==> config.mk <==
export PLATFORM = sky130hd
export DESIGN_NAME = serial_cmd_parser
export DESIGN_NICKNAME = d
export VERILOG_FILES = /design/src/rtl/serial_cmd_pkg.sv /design/src/rtl/idle_timer.sv /design/src/rtl/serial_cmd_parser.sv
export SDC_FILE = /design/constraint.sdc
export NUM_CORES = 1
export LEC_CHECK = 0
export CAP_MARGIN = 20
export CORE_MARGIN = 2
export CORE_UTILIZATION = 50
export CTS_CLUSTER_SIZE = 25
export DETAILED_ROUTE_END_ITERATION = 7
export HOLD_SLACK_MARGIN = 0.1
export PLACE_DENSITY = 0.74
export SYNTH_ARGS = -nofsm -noshare
export SYNTH_HDL_FRONTEND = slang
export SYNTH_SLANG_ARGS = --single-unit
==> constraint.sdc <==
create_clock -name clk_i -period 9.15 [get_ports clk_i]
set_clock_uncertainty 0.1 [all_clocks]
set_input_delay 2.745 -clock clk_i [delete_from_list [all_inputs] [get_ports clk_i]]
set_output_delay 2.745 -clock clk_i [all_outputs]
set_load 0.05 [all_outputs]
==> src/rtl/serial_cmd_pkg.sv <==
// Shared constants and FSM state type for the serial command parser.
// The S_CHK state exists only when SERIAL_CMD_CHECKSUM_EN is defined.
package serial_cmd_pkg;

  localparam logic [7:0] SOF_BYTE  = 8'hA5;
  localparam logic [7:0] CMD_START = 8'h01;
  localparam logic [7:0] CMD_STOP  = 8'h02;

  localparam logic [1:0] ERR_CMD     = 2'd1;
  localparam logic [1:0] ERR_CHK     = 2'd2;
  localparam logic [1:0] ERR_TIMEOUT = 2'd3;

`ifdef SERIAL_CMD_CHECKSUM_EN
  typedef enum logic [1:0] {S_SOF, S_CMD, S_PAYLOAD, S_CHK} state_e;
`else
  typedef enum logic [1:0] {S_SOF, S_CMD, S_PAYLOAD} state_e;
`endif

endpackage

==> src/rtl/idle_timer.sv <==
// Inter-byte idle counter: clears on clr_i or when not running, saturates at
// TIMEOUT_CYCLES-1 and flags expire_o while sitting at that limit.
module idle_timer #(
  parameter int unsigned TIMEOUT_CYCLES = 100000
) (
  input  logic clk_i,
  input  logic rst_i,
  input  logic run_i,
  input  logic clr_i,
  output logic expire_o
);

  localparam int unsigned CNT_W = $clog2(TIMEOUT_CYCLES);
  localparam logic [CNT_W-1:0] LIMIT = CNT_W'(TIMEOUT_CYCLES - 1);

  logic [CNT_W-1:0] cnt_q, cnt_d;
  logic             expire_q, expire_d;

  always_comb begin
    cnt_d = cnt_q;
    if (clr_i || !run_i) begin
      cnt_d = '0;
    end else if (cnt_q != LIMIT) begin
      cnt_d = cnt_q + 1'b1;
    end
    expire_d = (cnt_d == LIMIT);
  end

  always_ff @(posedge clk_i or posedge rst_i) begin
    if (rst_i) begin
      cnt_q    <= '0;
      expire_q <= 1'b0;
    end else begin
      cnt_q    <= cnt_d;
      expire_q <= expire_d;
    end
  end

  assign expire_o = expire_q;

endmodule

==> src/rtl/serial_cmd_parser.sv <==
// Framed START/STOP command parser feeding the serial pattern output stage.
// Build option: define SERIAL_CMD_CHECKSUM_EN to require and verify a trailing XOR CHK byte.
module serial_cmd_parser
  import serial_cmd_pkg::*;
#(
  parameter int unsigned DATA_BIT       = 32,
  parameter int unsigned TIMEOUT_CYCLES = 100000
) (
  input  logic                clk_i,
  input  logic                rst_i,
  input  logic [7:0]          rx_data_i,
  input  logic                rx_done_tick_i,
  input  logic                done_tick_i,
  output logic                start_o,
  output logic                stop_o,
  output logic                mode_o,
  output logic [DATA_BIT-1:0] output_pattern_o,
  output logic [DATA_BIT-1:0] freq_pattern_o,
  output logic [7:0]          slow_period_o,
  output logic [7:0]          fast_period_o,
  output logic                active_o,
  output logic                err_tick_o,
  output logic [1:0]          err_code_o
);

  localparam int unsigned NB    = DATA_BIT / 8;
  localparam int unsigned NP    = 3 + 2 * NB;
  localparam int unsigned IDX_W = $clog2(NP + 1);
  localparam int unsigned FW    = 2 * DATA_BIT + 16;
`ifdef SERIAL_CMD_CHECKSUM_EN
  localparam int unsigned NSTORE = NP;
`else
  localparam int unsigned NSTORE = NP - 1;
`endif
  localparam int unsigned SW = (NSTORE - 1) * 8;

  state_e             state_q, state_d;
  logic [IDX_W-1:0]   idx_q, idx_d;
  logic [SW-1:0]      stage_q, stage_d;
  logic               stage_mode_q, stage_mode_d;
  logic [FW-1:0]      payload_c;
`ifdef SERIAL_CMD_CHECKSUM_EN
  logic [7:0]         chk_q, chk_d;
`endif

  logic               start_q, start_d, stop_q, stop_d;
  logic               mode_q, mode_d, active_q, active_d;
  logic [DATA_BIT-1:0] out_q, out_d, freq_q, freq_d;
  logic [7:0]         slow_q, slow_d, fast_q, fast_d;
  logic               err_tick_q, err_tick_d;
  logic [1:0]         err_code_q, err_code_d;

  logic commit_start, commit_stop;
  logic expire, run_c, timeout_c, last_c;

  assign run_c     = (state_q != S_SOF);
  assign timeout_c = expire && run_c && !rx_done_tick_i;
  assign last_c    = (idx_q == IDX_W'(NP - 1));

  idle_timer #(.TIMEOUT_CYCLES(TIMEOUT_CYCLES)) u_idle_timer (
    .clk_i   (clk_i),
    .rst_i   (rst_i),
    .run_i   (run_c),
    .clr_i   (rx_done_tick_i),
    .expire_o(expire)
  );

  // Without a CHK byte the final payload byte commits straight from the input
`ifdef SERIAL_CMD_CHECKSUM_EN
  assign payload_c = stage_q;
`else
  assign payload_c = {rx_data_i, stage_q};
`endif

  always_ff @(posedge clk_i or posedge rst_i) begin
    if (rst_i) state_q <= S_SOF;
    else       state_q <= state_d;
  end

  always_comb begin
    state_d = state_q;
    if (rx_done_tick_i) begin
      case (state_q)
        S_SOF: if (rx_data_i == SOF_BYTE) state_d = S_CMD;
        S_CMD: begin
          if (rx_data_i == CMD_START) state_d = S_PAYLOAD;
`ifdef SERIAL_CMD_CHECKSUM_EN
          else if (rx_data_i == CMD_STOP) state_d = S_CHK;
`endif
          else state_d = S_SOF;
        end
        S_PAYLOAD: begin
`ifdef SERIAL_CMD_CHECKSUM_EN
          if (last_c) state_d = S_CHK;
`else
          if (last_c) state_d = S_SOF;
`endif
        end
        default: state_d = S_SOF;
      endcase
    end else if (timeout_c) begin
      state_d = S_SOF;
    end
  end

  always_comb begin
    idx_d        = idx_q;
    stage_d      = stage_q;
    stage_mode_d = stage_mode_q;
`ifdef SERIAL_CMD_CHECKSUM_EN
    chk_d        = chk_q;
`endif
    commit_start = 1'b0;
    commit_stop  = 1'b0;
    err_tick_d   = 1'b0;
    err_code_d   = err_code_q;

    if (rx_done_tick_i) begin
      case (state_q)
        S_CMD: begin
          idx_d = '0;
`ifdef SERIAL_CMD_CHECKSUM_EN
          chk_d = rx_data_i;
`else
          commit_stop = (rx_data_i == CMD_STOP);
`endif
          if (rx_data_i != CMD_START && rx_data_i != CMD_STOP) begin
            err_tick_d = 1'b1;
            err_code_d = ERR_CMD;
          end
        end
        S_PAYLOAD: begin
          idx_d = idx_q + 1'b1;
          if (idx_q == '0) stage_mode_d = rx_data_i[0];
          for (int unsigned k = 1; k < NSTORE; k++) begin
            if (idx_q == IDX_W'(k)) stage_d[(k-1)*8 +: 8] = rx_data_i;
          end
`ifdef SERIAL_CMD_CHECKSUM_EN
          chk_d = chk_q ^ rx_data_i;
`else
          commit_start = last_c;
`endif
        end
`ifdef SERIAL_CMD_CHECKSUM_EN
        // idx_q only reaches NP after a full START payload; a STOP leaves it at 0
        S_CHK: begin
          if (rx_data_i == chk_q) begin
            commit_start = (idx_q == IDX_W'(NP));
            commit_stop  = (idx_q != IDX_W'(NP));
          end else begin
            err_tick_d = 1'b1;
            err_code_d = ERR_CHK;
          end
        end
`endif
        default: ;
      endcase
    end else if (timeout_c) begin
      err_tick_d = 1'b1;
      err_code_d = ERR_TIMEOUT;
    end

    start_d  = commit_start;
    stop_d   = commit_stop;
    active_d = active_q;
    if (done_tick_i && !mode_q) active_d = 1'b0;
    if (commit_start)     active_d = 1'b1;
    else if (commit_stop) active_d = 1'b0;

    mode_d = commit_start ? stage_mode_q                       : mode_q;
    out_d  = commit_start ? payload_c[0 +: DATA_BIT]           : out_q;
    freq_d = commit_start ? payload_c[DATA_BIT +: DATA_BIT]    : freq_q;
    slow_d = commit_start ? payload_c[2*DATA_BIT +: 8]         : slow_q;
    fast_d = commit_start ? payload_c[2*DATA_BIT + 8 +: 8]     : fast_q;
  end

  always_ff @(posedge clk_i or posedge rst_i) begin
    if (rst_i) begin
      idx_q        <= '0;
      stage_q      <= '0;
      stage_mode_q <= 1'b0;
`ifdef SERIAL_CMD_CHECKSUM_EN
      chk_q        <= '0;
`endif
      start_q      <= 1'b0;
      stop_q       <= 1'b0;
      mode_q       <= 1'b0;
      active_q     <= 1'b0;
      out_q        <= '0;
      freq_q       <= '0;
      slow_q       <= '0;
      fast_q       <= '0;
      err_tick_q   <= 1'b0;
      err_code_q   <= '0;
    end else begin
      idx_q        <= idx_d;
      stage_q      <= stage_d;
      stage_mode_q <= stage_mode_d;
`ifdef SERIAL_CMD_CHECKSUM_EN
      chk_q        <= chk_d;
`endif
      start_q      <= start_d;
      stop_q       <= stop_d;
      mode_q       <= mode_d;
      active_q     <= active_d;
      out_q        <= out_d;
      freq_q       <= freq_d;
      slow_q       <= slow_d;
      fast_q       <= fast_d;
      err_tick_q   <= err_tick_d;
      err_code_q   <= err_code_d;
    end
  end

  assign start_o          = start_q;
  assign stop_o           = stop_q;
  assign mode_o           = mode_q;
  assign output_pattern_o = out_q;
  assign freq_pattern_o   = freq_q;
  assign slow_period_o    = slow_q;
  assign fast_period_o    = fast_q;
  assign active_o         = active_q;
  assign err_tick_o       = err_tick_q;
  assign err_code_o       = err_code_q;

endmodule

# == Yosys cells after proc, flatten, opt, wreduce, memory -nomap -nowiden ==
# Index checks and enable logic that the tools add are counted.
# word_totals
reg_bits,184
# classes
eq_ne,23
n_reduce_logical,27
addsub,2
muxes,24
# op_table
operator,count
AND reduction 3 bit,12
2-to-1 mux 17 bit,2
2-to-1 mux 2 bit,9
"adder 17 x 1 -> 17 bit, second input constant",1
"equality test 17 bit, second input constant",1
"inequality test 17 bit, second input constant",1
"equality test 4 x 3 -> 1 bit, second input constant",4
"equality test 4 bit, second input constant",3
2-to-1 mux 1 bit,11
"equality test 4 x 2 -> 1 bit, second input constant",2
"equality test 8 x 1 -> 1 bit, second input constant",1
"equality test 8 x 2 -> 1 bit, second input constant",1
"equality test 8 bit, second input constant",1
"inequality test 8 x 1 -> 1 bit, second input constant",1
"inequality test 8 x 2 -> 1 bit, second input constant",1
case mux 4 bit (2 select lines),1
"inequality test 3 bit, second input constant",2
case mux 2 bit (3 select lines),1
nonzero test 2 bit,3
"adder 4 x 1 -> 4 bit, second input constant",1
"equality test 4 x 1 -> 1 bit, second input constant",1
logical AND 1 bit,4
logical NOT 4 bit,1
"inequality test 2 x 1 -> 1 bit, second input constant",2
7 further kinds,9

# == Depth between registers and ports, before layout ==
# Gate-level depths: netlist of run 1.
# depth
word_depth,5
mapped_depth,8
ltp_nobuf,7

# == Modules after synthesis ==
# A second synthesis of run 1 with hierarchy kept.
# hier_totals
hier_cells,539
hier_area_um2,7678.6
# modules_own_cells
mod,n_inst,area_each_um2,cells_each
serial_cmd_parser,1,6459.9,408
idle_timer,1,1218.7,131

# == Least setup slack after synthesis of run 1 ==
# No wires, ideal clock.
# synth_path
kind,input -> register
from,input port rx_done_tick_i
to,"register freq_q[0], in the netlist freq_pattern_o[0]"
path_slack_ns,4.700
required_ns,8.922
t_arrival_ns,4.222
n_path_buf,3
cell_stages,7
setup_time_ns,0.128
path_cell_list,clkbuf_1 > nand2_1 > nor3b_1 > nand2_1 > clkbuf_1 > buf_2 > mux2_1
# synth_via
elab_chain_len,1
# synth_lines
item,line,source
start: declaration,serial_cmd_parser.sv:12,"input logic rx_done_tick_i,"
2-to-1 mux 1 bit,serial_cmd_parser.sv:118,if (rx_done_tick_i) begin
end signal: assignment,serial_cmd_parser.sv:207,freq_q <= freq_d;
end: declaration,serial_cmd_parser.sv:48,"logic [DATA_BIT-1:0] out_q, out_d, freq_q, freq_d;"
# Every way passes these cells.
# A chain may end at the register's enable or synchronous reset.

# == Worst setup path after layout of run 1 ==
# layout_path
from,input port rx_done_tick_i
to,"register fast_q[4], in the netlist fast_period_o[4]"
# layout_via
elab_chain_len,1
# layout_lines
item,line,source
2-to-1 mux 1 bit,serial_cmd_parser.sv:118,
end signal: assignment,serial_cmd_parser.sv:209,fast_q <= fast_d;
end: declaration,serial_cmd_parser.sv:49,"logic [7:0] slow_q, slow_d, fast_q, fast_d;"
# Every way passes these cells.

==> results by group, run 1 <==
Timing
  • Fmax: 0.201 GHz
  • Setup TNS: 0 ns
  • Hold Worst Slack: approximately 0.37 ns
  • Post-layout min period: 4.99 ns
  • Worst-margin pin slew: between 0.9 and 1 ns
  • Relative slew slack: between 30% and 40%
  • Final worst path period share: 54.5%
  • Final Hold Vio Count: 0
  • RSZ-0062 raised after global routing: false
  • Max-slew violation count: 0
  • Final setup fails: 0

Power and ir drop
  • Final Power: 1680 uW
  • PwrDens: 181 nW/um^2
  • Max rail drop VDD: 0.0920 mV
  • P_leak: 0.00464 uW

Routing
  • Total Wirelength: between 10000 and 15000 um
  • Drt drc: 0
  • Vias: 4469
  • Initial drt markers: approximately 270
  • Via-to-Cell Ratio: between 5 and 6
  • DRT Pass-1 Iters: 5
  • Antenna Nets Post-Route: 0
  • Wire per inst: 17.8 um

Synthesis
  • Syn Inst Count: ~530
  • Synth Flop Type: dfrtp_1
  • Synth top cells by count: 184 x dfrtp_1, 154 x mux2_1, 33 x nand2_1, 18 x nor2_1, 14 x clkbuf_1
  • Count of unique library cells instantiated by Yosys: between 40 and 50
  • Top post-synthesis cells by area: dfrtp_1 62%, mux2_1 23%, nand2_1 1.7%
  • Most frequent cell after synthesis: dfrtp_1
  • Sequential fraction of the synthesis area: 61.7%
  • Netlist Area Pre-Place: 7470 sq um
  • Async S/R FF share, synth: between 90% and 100%
  • Syn Nets: 547
  • Post-synth top area share: 61.7%
  • Seq cells post-synth: 184
  • YS warnings: 0
  • Area leader, netlist: dfrtp_1
  • Post-synth EDFFs: 0
  • Mean Syn Cell Area: 14.2 sq um

GRT
  • Overall Global Routing Usage: 19.6%
  • GRT overflow: 0
  • Vias in the first global route: 4516
  • Global-route wire length before repair: roughly 24000 um
  • Largest net degree at the start of global routing: 109
  • Initial antenna violation count: 0

Placed design
  • Detailed Place HPWL: 9650 um
  • # port buffers: 98
  • Dpl cells: 787
  • Routability congestion estimate: slightly above 0.8

Setup path
  • Register-to-register setup slack: 6.44 ns
  • Crit path launch type: input port
  • Critical R2R Capture: fast_period_o[4]$_DFFE_PP0P_
  • Worst setup EP type: register
  • Worst path arrival time: 5.18 ns
  • Worst r2r src: state_q[0]$_DFFE_PP0P_
  • Critical path peak fanout: 58
  • Critical path class: in -> reg
  • Worst path required time: 9.35 ns
  • Worst R2R Path Depth: 7

Finish
  • Final Util: a little under two thirds
  • Finished Layout Cells: a little over 800
  • Inserted Diodes: 0
  • Area Overhead vs Synth: 24.1%
  • Layout cell share with drive strength beyond 1: 7.23%
  • Net count, final: 643

Clock network
  • CTS H-tree lvls: 4
  • CTS tree: yes
  • Clock Tree Root: clkbuf_16
  • Worst skew pair latency: 0.42 ns
  • CTS clk-pin slew, worst paths: 0.06 ns
  • Clock Sinks: 184
  • Post-CTS sizing: 0
  • Clock tree buffer depth: 2
  • Postcts setup bufs: 0
  • Inserted Clock Buffers: 17
  • Cts hold-fix bufs: 0

Floorplanning
  • Area of the core: around 15000 sq um
  • Rows: 44
  • Chip Height: 126 um
  • Die width: 126 um
  • Ports: 99
  • Die area: ~16000 sq um
  • Initial Util: ~51%

Worst hold path
  • Min-delay src: err_code_o[0]$_DFFE_PP0P_
  • WHS Path Cells: 1
  • Hold/Removal Path Class: reg -> reg
  • Hold Path Sink: err_code_o[0]$_DFFE_PP0P_

Status
  • Status: completed

Flow run
  • Max-Cap Viols: 0
layer usage:
layer  wire (um)  part of all wire (%)  GRT usage [%]  up-vias
met5           0                     0              0        -
met4         357                   2.4           7.82        0
met3         542                   3.7           4.38       28
met2        7070                    48           31.1       98
met1        6650                    45           26.5     2299
li1            -                     -              -     2044
critical path, cell delays in order:
cell and delay (ns):
clkdlybuf4s50_1 0.67, nand2_1 0.16, nor3b_1 0.53, nand2_4 0.35, buf_16 0.32, mux2_1 0.37
state kept, by name, summed over array words and instances (netlist names), 2 cells and up:
| signal | flops |
|---|---|
| fast_period_o | 8 |
| output_pattern_o | 32 |
| slow_period_o | 8 |
| idx_q | 4 |
| freq_pattern_o | 32 |
| state_q | 2 |
| u_idle_timer.cnt_q | 17 |
| stage_q | 72 |
| err_code_o | 2 |
stage by stage:
| stage | cell area [sq um] | worst slack (ns) |
|---|---|---|
| final | 9270 | 4.16 |
| after global routing | 9270 | 4.05 |
| after CTS | 9240 | 3.93 |
| after detailed placement | 8600 | 3.47 |
| after global placement | 8600 | 3.59 |
| after floorplan | 7470 | 1.30 |
layout by cell type, fill, tap and decap left out, types with 8 or more instances in the layout:
cell / instances
nand3_1: 10
dfrtp_1: 184
nor2_1: 18
inv_1: 9
clkbuf_16: 17
ha_1: 8
nand2_1: 32
clkdlybuf4s50_1: 98
mux2_1: 154
power by group:
group / total (uW) / internal, uW / switching, uW
Sequential: 823 / 819 / 4.27
Combinational: 76.1 / 19.6 / 56.4
Clock: 780 / 479 / 301
Total: 1680 / 1320 / 362
cell type report:
class                      count  area (sq um)
tap                          184           230
clock buffer                  21           470
inverter                      11          46.3
sequential                   184          4600
multi-input combinational    309          2730
clock inverter                11           170
timing repair buffer         100          1020
fill                        1052          5320
cell families after synthesis:
| family | share of synthesized area (%) |
|---|---|
| simple gates | 7.09 |
| compound gates | 2.93 |
| fa+ha+maj | 1.34 |
| mux | 23.4 |
| buf+inv | 1.93 |
| xor+xnor | 1.64 |
| flops | 61.7 |
how the worst max path moves through the flow:
stage / from / end / slack [ns] / cells after the start
2_1_floorplan: rst_i / active_o$_DFFE_PP0P_ / 1.30 / 1
3_3_place_gp: rx_done_tick_i / fast_period_o[6]$_DFFE_PP0P_ / 3.59 / 5
3_5_place_dp: rx_done_tick_i / freq_pattern_o[0]$_DFFE_PP0P_ / 3.47 / 5
4_1_cts: rx_done_tick_i / output_pattern_o[1]$_DFFE_PP0P_ / 3.93 / 5
5_1_grt: rx_data_i[3] / active_o$_DFFE_PP0P_ / 4.05 / 6
6_report: rx_done_tick_i / fast_period_o[4]$_DFFE_PP0P_ / 4.16 / 6
Note: power is estimated with default switching activity, not from simulation.
==> inputs of run 2 (changes only) <==
--- a/config.mk
+++ b/config.mk
@@ -7,11 +7,11 @@
 export LEC_CHECK = 0
 export CAP_MARGIN = 20
 export CORE_MARGIN = 2
-export CORE_UTILIZATION = 50
+export CORE_UTILIZATION = 49
 export CTS_CLUSTER_SIZE = 25
 export DETAILED_ROUTE_END_ITERATION = 7
 export HOLD_SLACK_MARGIN = 0.1
-export PLACE_DENSITY = 0.74
+export PLACE_DENSITY = 0.75
 export SYNTH_ARGS = -nofsm -noshare
 export SYNTH_HDL_FRONTEND = slang
 export SYNTH_SLANG_ARGS = --single-unit
==> constraint.sdc (replaced) <==
create_clock -name clk_i -period 4.29 [get_ports clk_i]
set_clock_uncertainty 0.1 [all_clocks]
set_input_delay 1.287 -clock clk_i [delete_from_list [all_inputs] [get_ports clk_i]]
set_output_delay 1.287 -clock clk_i [all_outputs]
set_load 0.05 [all_outputs]
==> run 2 against run 1 <==
Effect of this change: register-to-register slack got worse by 4.8 ns; largest cell class unchanged; via count is 1.2% higher; utilization down 1.2 points; critical endpoint is now output_pattern_o[17]$_DFFE_PP0P_; largest power group unchanged; critical path depth unchanged; combinational power is 120% higher; critical path type unchanged.
==> results by group, run 2 (synthesized netlist as in run 1, its figures left out) <==
Clock network
  • Inserted Clock Buffers: 17
  • Post-CTS sizing: 0
  • CTS tree: yes
  • Cts hold-fix bufs: 0
  • Clock Sinks: 184
  • CTS H-tree lvls: 4
  • Worst skew pair latency: 0.43 ns
  • Postcts setup bufs: 0
  • Clock tree buffer depth: 2
  • CTS clk-pin slew, worst paths: 0.06 ns
  • Clock Tree Root: clkbuf_16

Timing
  • Post-layout min period: about 3.4 ns
  • Fmax: approximately 0.30 GHz
  • Final Hold Vio Count: 0
  • Setup TNS: 0 ns
  • Max-slew violation count: 0
  • Final worst path period share: 78.6%
  • Worst-margin pin slew: roughly 0.81 ns
  • Hold Worst Slack: 0.380 ns
  • Relative slew slack: 46.1%
  • Final setup fails: 0
  • RSZ-0062 raised after global routing: false

Power and ir drop
  • Psw: 770 uW
  • Comb power frac: 4.7%
  • Clock share of power: between 40% and 50%
  • Switching Fraction: 21.1%
  • Int Power: 2870 uW
  • P_leak: approximately 0.0047 uW
  • PwrDens: 389 nW/um^2
  • Max rail drop VDD: around 0.3 mV
  • Final Power: 3640 uW
  • Reg power frac: 48.2%

Floorplanning
  • Initial Util: between 40% and 50%
  • Rows: 45
  • Die width: 127 um
  • Chip Height: 127 um
  • Area of the core: roughly 15000 sq um
  • Die area: 16200 sq um
  • Ports: between 90 and 100

Routing
  • Via-to-Cell Ratio: 5.43
  • Wire per inst: 18.3 um
  • Drt drc: 0
  • DRT Pass-1 Iters: 4
  • Total Wirelength: 15200 um
  • Vias: 4521
  • Initial drt markers: 270
  • Antenna Nets Post-Route: 0

Setup path
  • Register-to-register setup slack: 1.60 ns
  • Slowest stage delay, CP: 0.68 ns
  • Worst setup EP type: register
  • Crit path cell chain: clkdlybuf4s50_1 > nand2_1 > nor3b_1 > nand2_4 > buf_4 > mux2_1
  • Worst r2r src: u_idle_timer.cnt_q[8]$_DFF_PP0_
  • Crit path launch type: input port
  • Critical path class: in -> reg
  • Crit-path slowest cell: clkdlybuf4s50_1
  • Top Family by Delay on Critical Path: buffers and inverters
  • Worst R2R Path Depth: 5
  • Worst path required time: 4.49 ns
  • Worst path arrival time: about 3.6 ns
  • Critical path peak fanout: 61
  • Critical R2R Capture: u_idle_timer.expire_o$_DFF_PP0_
  • Buf/Inv on CP: 2

Placed design
  • # port buffers: 98
  • Detailed Place HPWL: 10200 um
  • Routability congestion estimate: between 0.8 and 0.9

GRT
  • Initial antenna violation count: 0
  • Overall Global Routing Usage: 20.4%
  • GRT overflow: 0
  • Vias in the first global route: about 4700
  • Largest net degree at the start of global routing: 95
  • Global-route wire length before repair: 25300 um

Status
  • Status: completed

Worst hold path
  • Hold/Removal Path Class: reg -> reg
  • WHS Path Cells: 1
  • Min-delay src: stage_q[24]$_DFFE_PP0P_
  • Hold Path Sink: output_pattern_o[24]$_DFFE_PP0P_

Finish
  • Most common cell after layout, fill and taps aside: dfrtp_1
  • Biggest register: stage_q
  • Layout cell share with drive strength beyond 1: 8.54%
  • Inserted Diodes: 0
  • Area Overhead vs Synth: 25.3%
  • Most frequent cells in the layout: 184 x dfrtp_1, 154 x mux2_1, 98 x clkdlybuf4s50_1
  • Largest register FFs: 72
  • Net count, final: 652

Flow run
  • Max-Cap Viols: 0
[run 2: cell count changes in the layout (fill, tap and decap cells not counted)]
cell        before  now
buf_12           0    2
buf_16           1    0
buf_4            1    9
bufinv_16        4    5
clkbuf_1         1    0
clkinv_2         2    1
clkinv_4         2    0
clkinvlp_4       3    5
[run 2: how the worst max path moves through the flow]
stage / start / cells past startpoint / slack (ns) / end
floorplan: rst_i / 1 / 0.54 / active_o$_DFFE_PP0P_
global placement: rx_done_tick_i / 6 / 0.61 / freq_pattern_o[22]$_DFFE_PP0P_
detailed placement: rx_done_tick_i / 6 / 0.51 / output_pattern_o[30]$_DFFE_PP0P_
CTS: rx_done_tick_i / 6 / 0.95 / output_pattern_o[30]$_DFFE_PP0P_
global route: rx_done_tick_i / 6 / 0.79 / output_pattern_o[30]$_DFFE_PP0P_
finish: rx_done_tick_i / 6 / 0.92 / output_pattern_o[17]$_DFFE_PP0P_
[run 2: layout make-up]
class                   instances  area, sq um
clock buffers                  20          467
clock inverters                11          194
fillers                      1084         5670
inverters                      11         45.0
multi-input cells             309         2730
flip-flops and latches        184         4600
well taps                     188          235
repair buffers                109         1090
[run 2: power by group through the flow]
stage	Clock, uW	Combinational, uW	Sequential, uW
6_report	1720	171	1760
4_1_cts	1750	173	1760
2_1_floorplan	0	94.1	1800
5_1_grt	1820	191	1760
3_3_place_gp	0	167	1790
3_5_place_dp	0	171	1790
[run 2: per-layer routing]
layer	track usage (%)	vias to the layer above	wire length, um
li1	-	2068	-
met1	29.2	2314	6970
met2	30.8	123	7390
met3	4.44	16	642
met4	7.76	0	212
met5	0	-	0
[run 2: worst reg2reg max path: stages, from the launching register on]
cell and delay [ns]:
dfrtp_1 0.46, or4b_4 0.57, or4_4 0.58, nor2_4 0.18
mux2_4 0.34, nor4_2 0.36
[run 2: stage by stage]
stage | setup slack, ns | utilization, % | cells | cell area (sq um)
after floorplan | 0.538 | - | 527 | 7470
after global placement | 0.611 | 57.9 | 801 | 8700
after detailed placement | 0.510 | 57.9 | 801 | 8700
after CTS | 0.945 | 62.3 | 832 | 9360
after global routing | 0.786 | 62.3 | 832 | 9360
final | 0.919 | 62.3 | 832 | 9360
